===== src/rtl/systolic_skew_feeder.sv =====
// -----------------------------------------------------------------------------
// systolic_skew_feeder
//
// Upstream edge stage for an N x N systolic array. One tile of A and B is
// buffered through a valid/ready load port (one column of A and one row of B
// per beat). The tile is then streamed into the array's west edge (A) and
// north edge (B) with a one-cycle-per-lane diagonal skew and zero padding.
// A zero-output drain window follows so the array can flush. tile_done
// pulses on the last drain cycle.
//
// Ports:
//   clk         rising-edge clock
//   rst         asynchronous, active-high reset
//   clear       synchronous abort back to LOAD (no tile_done is emitted)
//   load_valid  load beat valid
//   load_ready  high while in LOAD (combinational from the state register)
//   load_a      column k of A; slice i = A[i][k]
//   load_b      row k of B;    slice j = B[k][j]
//   a_edge      west-edge operands; slice i feeds a_in of PE(i,0)
//   b_edge      north-edge operands; slice j feeds b_in of PE(0,j)
//   feed_valid  high during the 2N-1 cycle skewed feed window
//   busy        high in FEED or DRAIN
//   tile_done   one-cycle pulse in the final DRAIN cycle
// -----------------------------------------------------------------------------
module systolic_skew_feeder #(
  parameter int WIDTH        = 8,
  parameter int N            = 4,
  parameter int DRAIN_CYCLES = 2 * N
) (
  input  logic               clk,
  input  logic               rst,
  input  logic               clear,
  input  logic               load_valid,
  output logic               load_ready,
  input  logic [N*WIDTH-1:0] load_a,
  input  logic [N*WIDTH-1:0] load_b,
  output logic [N*WIDTH-1:0] a_edge,
  output logic [N*WIDTH-1:0] b_edge,
  output logic               feed_valid,
  output logic               busy,
  output logic               tile_done
);

  // Counter widths: beat 0..N-1, feed index 0..2N-2, drain index 0..D-1.
  localparam int BW = $clog2(N);
  localparam int TW = $clog2(2 * N - 1);
  localparam int DW = $clog2(DRAIN_CYCLES + 1);

  localparam logic [BW-1:0] BEAT_LAST  = BW'(N - 1);
  localparam logic [TW-1:0] FEED_LAST  = TW'(2 * N - 2);
  localparam logic [DW-1:0] DRAIN_LAST = DW'(DRAIN_CYCLES - 1);

  typedef enum logic [1:0] {
    S_LOAD  = 2'd0,
    S_FEED  = 2'd1,
    S_DRAIN = 2'd2
  } state_t;

  state_t        state, state_nxt;
  logic [BW-1:0] beat,  beat_nxt;
  logic [TW-1:0] t_idx, t_nxt;
  logic [DW-1:0] d_idx, d_nxt;

  // Next values of the registered outputs.
  logic               show;      // next cycle presents feed slot t_nxt
  logic               fv_nxt;
  logic               busy_nxt;
  logic               done_nxt;
  logic [N*WIDTH-1:0] a_nxt;
  logic [N*WIDTH-1:0] b_nxt;
  logic               wr_en;

  // Tile buffers: a_buf[i][k] = A[i][k], b_buf[k][j] = B[k][j].
  logic [WIDTH-1:0] a_buf [N][N];
  logic [WIDTH-1:0] b_buf [N][N];

  assign load_ready = (state == S_LOAD);

  // ---------------------------------------------------------------------------
  // Next-state and next-output logic.
  // NOTE: every signal gets a default before the case so no path leaves one
  // unassigned; otherwise synthesis would infer a latch to hold the old value.
  // ---------------------------------------------------------------------------
  always_comb begin
    state_nxt = state;
    beat_nxt  = beat;
    t_nxt     = t_idx;
    d_nxt     = d_idx;
    show      = 1'b0;
    fv_nxt    = 1'b0;
    busy_nxt  = 1'b0;
    done_nxt  = 1'b0;
    wr_en     = 1'b0;

    if (clear) begin
      // Abort wins over everything, including a same-cycle load handshake.
      state_nxt = S_LOAD;
      beat_nxt  = '0;
      t_nxt     = '0;
      d_nxt     = '0;
    end else begin
      unique case (state)
        S_LOAD: begin
          if (load_valid) begin
            wr_en = 1'b1;
            if (beat == BEAT_LAST) begin
              // Slot 0 only needs A[0][0] and B[0][0], written on beat 0,
              // so the first feed slot can be registered on this same edge.
              state_nxt = S_FEED;
              beat_nxt  = '0;
              t_nxt     = '0;
              show      = 1'b1;
              fv_nxt    = 1'b1;
              busy_nxt  = 1'b1;
            end else begin
              beat_nxt = beat + 1'b1;
            end
          end
        end

        S_FEED: begin
          busy_nxt = 1'b1;
          if (t_idx == FEED_LAST) begin
            state_nxt = S_DRAIN;
            d_nxt     = '0;
            done_nxt  = (DRAIN_CYCLES == 1);
          end else begin
            t_nxt  = t_idx + 1'b1;
            show   = 1'b1;
            fv_nxt = 1'b1;
          end
        end

        S_DRAIN: begin
          if (d_idx == DRAIN_LAST) begin
            state_nxt = S_LOAD;
            d_nxt     = '0;
          end else begin
            d_nxt    = d_idx + 1'b1;
            busy_nxt = 1'b1;
            done_nxt = ((d_idx + 1'b1) == DRAIN_LAST);
          end
        end

        default: begin
          state_nxt = S_LOAD;
        end
      endcase
    end
  end

  // ---------------------------------------------------------------------------
  // Skew selection: lane i of the west edge carries A[i][t-i], lane j of the
  // north edge carries B[t-j][j]; anything outside the tile is zero padding.
  // ---------------------------------------------------------------------------
  always_comb begin
    a_nxt = '0;
    b_nxt = '0;
    if (show) begin
      for (int i = 0; i < N; i++) begin
        for (int k = 0; k < N; k++) begin
          if (i + k == int'(t_nxt)) begin
            a_nxt[i*WIDTH +: WIDTH] = a_buf[i][k];
            b_nxt[i*WIDTH +: WIDTH] = b_buf[k][i];
          end
        end
      end
    end
  end

  // ---------------------------------------------------------------------------
  // State, counters and registered outputs.
  // NOTE: clocked state uses non-blocking assignments so every register
  // samples pre-edge values regardless of statement order.
  // ---------------------------------------------------------------------------
  always_ff @(posedge clk or posedge rst) begin
    if (rst) begin
      state      <= S_LOAD;
      beat       <= '0;
      t_idx      <= '0;
      d_idx      <= '0;
      a_edge     <= '0;
      b_edge     <= '0;
      feed_valid <= 1'b0;
      busy       <= 1'b0;
      tile_done  <= 1'b0;
    end else begin
      state      <= state_nxt;
      beat       <= beat_nxt;
      t_idx      <= t_nxt;
      d_idx      <= d_nxt;
      a_edge     <= a_nxt;
      b_edge     <= b_nxt;
      feed_valid <= fv_nxt;
      busy       <= busy_nxt;
      tile_done  <= done_nxt;
    end
  end

  // ---------------------------------------------------------------------------
  // Tile buffers.
  // NOTE: the buffers carry no reset; every entry is rewritten by a full load
  // before it is ever read, so a reset would only add routing.
  // ---------------------------------------------------------------------------
  always_ff @(posedge clk) begin
    if (wr_en) begin
      for (int i = 0; i < N; i++) begin
        a_buf[i][beat] <= load_a[i*WIDTH +: WIDTH];
        b_buf[beat][i] <= load_b[i*WIDTH +: WIDTH];
      end
    end
  end

endmodule

===== config.mk =====
export PLATFORM = sky130hd
export DESIGN_NAME = systolic_skew_feeder
export DESIGN_NICKNAME = d
export VERILOG_FILES = /design/src/rtl/systolic_skew_feeder.sv
export SDC_FILE = /design/constraint.sdc
export NUM_CORES = 1
export LEC_CHECK = 0
export CAP_MARGIN = 5
export CORE_MARGIN = 5
export CORE_UTILIZATION = 30
export DETAILED_ROUTE_END_ITERATION = 10
export RECOVER_POWER = 100
export SLEW_MARGIN = 30
export SYNTH_ARGS = -nofsm -noshare
export SYNTH_HDL_FRONTEND = slang
export SYNTH_SLANG_ARGS = --single-unit
export TNS_END_PERCENT = 1

===== constraint.sdc =====
create_clock -name clk -period 4.9 [get_ports clk]
set_clock_uncertainty 0.2 [all_clocks]
set_input_delay 1.225 -clock clk [delete_from_list [all_inputs] [get_ports clk]]
set_output_delay 1.225 -clock clk [all_outputs]
set_load 0.005 [all_outputs]

==> results.cfg, run 1 <==
[finish]
layout.core_utilization = 0.378
drive_above_1_share = 0.120
layoutNonFillerInstCount = 1636
final_stage_net_count = 1096
area_growth_pct = 25.3
multi_input_comb_area_um2 = 2990
final_cell_area_um2 = 16200
register_area_um2 = 9640
n_fill_cell = 4013

[power_and_ir_drop]
sequentialPowerShare = 0.519
power_switching_mw = 1.28
power.switching_fraction = 0.212
power_report.internal_total_mw = 4.75
share_of_power_burned_in_the_clock_network = 0.449
power.density_nw_per_um2 = 372
combPwrFrac = 0.032
leakage_power_nw = 5.54
totalPowerFinal_mw = 6.03
vdd.ir_drop.worst_mv = 0.240

[place]
detailed_place.area_um2 = 15100
io_buffers = 135
place.detailed.instances = 1565
place.gp.congestion = 0.770
dpl.hpwl_um = 19900
place_ws_ps = 599

[worst_setup_path]
rr_worst_depth = 8
crit_path_start_kind = input port
crit_path_end_kind = flop
worstPathArrival_ps = 4450
crit_chain = dlygate4sd3_1, clkbuf_1, nor2b_1, o21ai_4, nand3_2, buf_4, or3_1, o221a_2
critical_path.max_fanout = 21
crit_type = input port to flop
max_stage_delay_ps = 680
reg_to_reg_slack_setup_ps = 1180
worst_r2r_endpoint = a_edge[28]
crit_path_top_delay_cell = sky130_fd_sc_hd__clkbuf_1
required_time_reported_for_the_critical_path_endpoint_ps = 5120
r2r_start = t_idx[0]

[clock_tree]
cts_buffer_depth = 3
cts-resized-gates = 0
cts.sinks = 334
clk_pin_slew_ps = 60
cts_post_setup_buffers_inserted = 0
ctsHoldBuffers = 0
cts_inserted_buffers = 38
insertion_delay_ps = 540
cts_tree = built
htreeDepth = 2
cts.root.buffer_cell = sky130_fd_sc_hd__clkbuf_16

[global_route]
grt_antenna_before_repair = 4
grt.total_usage = 0.142
first_pass_grt_wire_length_um = 51900
grt.overflow.total = 0
maximum_number_of_pins_on_one_net_before_global_route_repair = 65
grt_pass1_vias = 8275

[outcome]
outcome = complete, but fails checks
failed_checks = max-capacitance violations, max-slew violations

[sta]
drv_slew = 201
fin_hold_ws_ps = 316
timing_worst_slew_pin_value_ps = 2830
hold_viol_final = 0
timing.setup.tns_ps = 0
fmax_mhz = 236
timing.final.ws_setup_ps = 666
setup_viol_count_final = 0
slew-limit-headroom = -0.899
finalWorstPathRequiredPeriod_ps = 4230
rsz_0062_raised_after_global_routing = false
period_share = 0.864

[drt]
number_of_nets_still_failing_antenna_checks_after_routing = 0
drt_first_iter_violations = 681
dr.pass1.iters = 7
detail_route.wl_per_cell_um = 21.1
drc = 0
routed_wire_length_um = 34500
via_per_inst = 5.04
detailroute.via_count = 8249

[yosys]
synth_edf_count = 256
netlist_instances = 878
mappedNetlistArea_um2 = 12900
post_synth.cell_area_avg_um2 = 14.7
synthDistinctLibCells = 56
synth_flop_cell = sky130_fd_sc_hd__edfxtp_1
mappedNetlistNets = 954
netlist_top_cells_area = sky130_fd_sc_hd__edfxtp_1 (59%), sky130_fd_sc_hd__dfrtp_1 (15%), sky130_fd_sc_hd__nand2_1 (3.3%), sky130_fd_sc_hd__a31oi_1 (2.3%), sky130_fd_sc_hd__o211ai_1 (1.9%)
synth-async-reset-ratio = 0.234
synth_top_cell_by_area = sky130_fd_sc_hd__edfxtp_1
ys_ff_latch = 334
fraction_of_the_yosys_area_taken_by_sequential_cells = 0.746
synth_top_area_share = 0.595
synth_warnings = 0

[min_path]
hold_path_startpoint = b_buf[0][26]
worstHoldEndpoint = b_edge[2]
worst_hold_path.num_cells = 2
hold_class = flop to flop

[floorplan]
io-pin-count = 136
die_area_um2 = 47300
placementRows = 76
initial_utilization = 0.301
die_width_um = 218
floorplan.die.height_um = 218
core_um2 = 42900

[flow_run]
max-cap-violations = 5
[area by class of cell]
class / count / share of cell area
clock inverters: 17 / 0.00857
inverters: 8 / 0.00193
diodes: 2 / 0.000309
well taps: 585 / 0.0452
clock buffers: 52 / 0.0651
repair buffers: 167 / 0.0996
flip-flops and latches: 334 / 0.595
multi-input cells: 471 / 0.184
[routing by layer]
layer | wire (µm) | global-route usage
met1 | 15300 | 0.197
met2 | 16400 | 0.227
met3 | 1810 | 0.0254
met4 | 1010 | 0.0501
met5 | 13 | 0
[cell usage after synthesis, types with 6 or more instances]
cell type / number
sky130_fd_sc_hd__o22ai_1: 32
sky130_fd_sc_hd__inv_1: 8
sky130_fd_sc_hd__a31o_2: 9
sky130_fd_sc_hd__o21ai_0: 36
sky130_fd_sc_hd__edfxtp_1: 256
sky130_fd_sc_hd__o31ai_1: 32
sky130_fd_sc_hd__nand2_1: 112
sky130_fd_sc_hd__buf_2: 23
sky130_fd_sc_hd__a31oi_1: 48
sky130_fd_sc_hd__ha_1: 8
sky130_fd_sc_hd__a211oi_1: 17
sky130_fd_sc_hd__a21oi_1: 23
sky130_fd_sc_hd__o221a_2: 11
sky130_fd_sc_hd__clkbuf_1: 35
sky130_fd_sc_hd__dfrtp_1: 78
sky130_fd_sc_hd__nand3_1: 22
sky130_fd_sc_hd__a31o_1: 6
sky130_fd_sc_hd__or4_1: 16
sky130_fd_sc_hd__o211ai_1: 33
sky130_fd_sc_hd__nor2_1: 9
[worst max path at each step]
stage	slack, ps	startpoint	to	depth (start not counted)
2_1_floorplan	990	clear	a_buf[0][0]	3
3_3_place_gp	620	clear	a_edge[28]	8
3_5_place_dp	600	clear	a_edge[28]	8
4_1_cts	1040	t_idx[0]	a_edge[28]	8
5_1_grt	500	clear	b_edge[28]	8
6_report	670	clear	a_edge[28]	8
[state kept, by name, indices dropped and copies added (netlist names)]
| register | flops |
|---|---|
| a_buf | 128 |
| b_buf | 128 |
| a_edge | 32 |
| b_edge | 32 |
| d_idx | 4 |
| t_idx | 3 |
| beat | 2 |
| state | 2 |
| busy | 1 |
| feed_valid | 1 |
| tile_done | 1 |
[cell usage in the layout, fill, tap and decap left out, drive strengths merged, types with 15 or more instances in the layout]
cell         instances
nand2              112
edfxtp             256
o21ai               39
buf                 27
o211ai              33
a31o                15
dfrtp               78
a31oi               48
a211oi              17
nand3               23
o31ai               32
clkbuf              57
or4                 16
dlygate4sd3        134
a21oi               25
o221a               16
o22ai               32
[logic make-up after synthesis]
group                    after synthesis  synth area share
adder cells (fa/ha/maj)                8           0.00774
flip-flops                           334             0.746
AND/OR/NAND/NOR                      192            0.0729
multiplexers                           2           0.00194
buffers and inverters                 73            0.0247
XOR/XNOR                               1          0.000678
AO/OA/AOI/OAI                        268             0.147
[power groups by stage]
stage          clock network, mW  registers (mW)  logic, mW
2_1_floorplan                  0            3.19     0.0763
3_3_place_gp                   0            3.18      0.207
4_1_cts                     2.76            3.13      0.211
5_1_grt                     2.88            3.13      0.212
3_5_place_dp                   0            3.19      0.211
6_report                    2.71            3.13      0.193
[worst max-delay path, delay by kind of cell]
| kind | cells | cell delay (ps) |
|---|---|---|
| compound gates | 2 | 720 |
| buf+inv | 3 | 1520 |
| simple gates | 3 | 960 |
Note: power is estimated with default switching activity, not from simulation.
==> run 2: changes to the inputs <==
--- a/config.mk
+++ b/config.mk
@@ -5,6 +5,7 @@
 export SDC_FILE = /design/constraint.sdc
 export NUM_CORES = 1
 export LEC_CHECK = 0
+export ABC_AREA = 0
 export CAP_MARGIN = 5
 export CORE_MARGIN = 5
 export CORE_UTILIZATION = 30
==> results of run 2 <==
No change in the layout: final DEF, timing and power equal those of run 1.
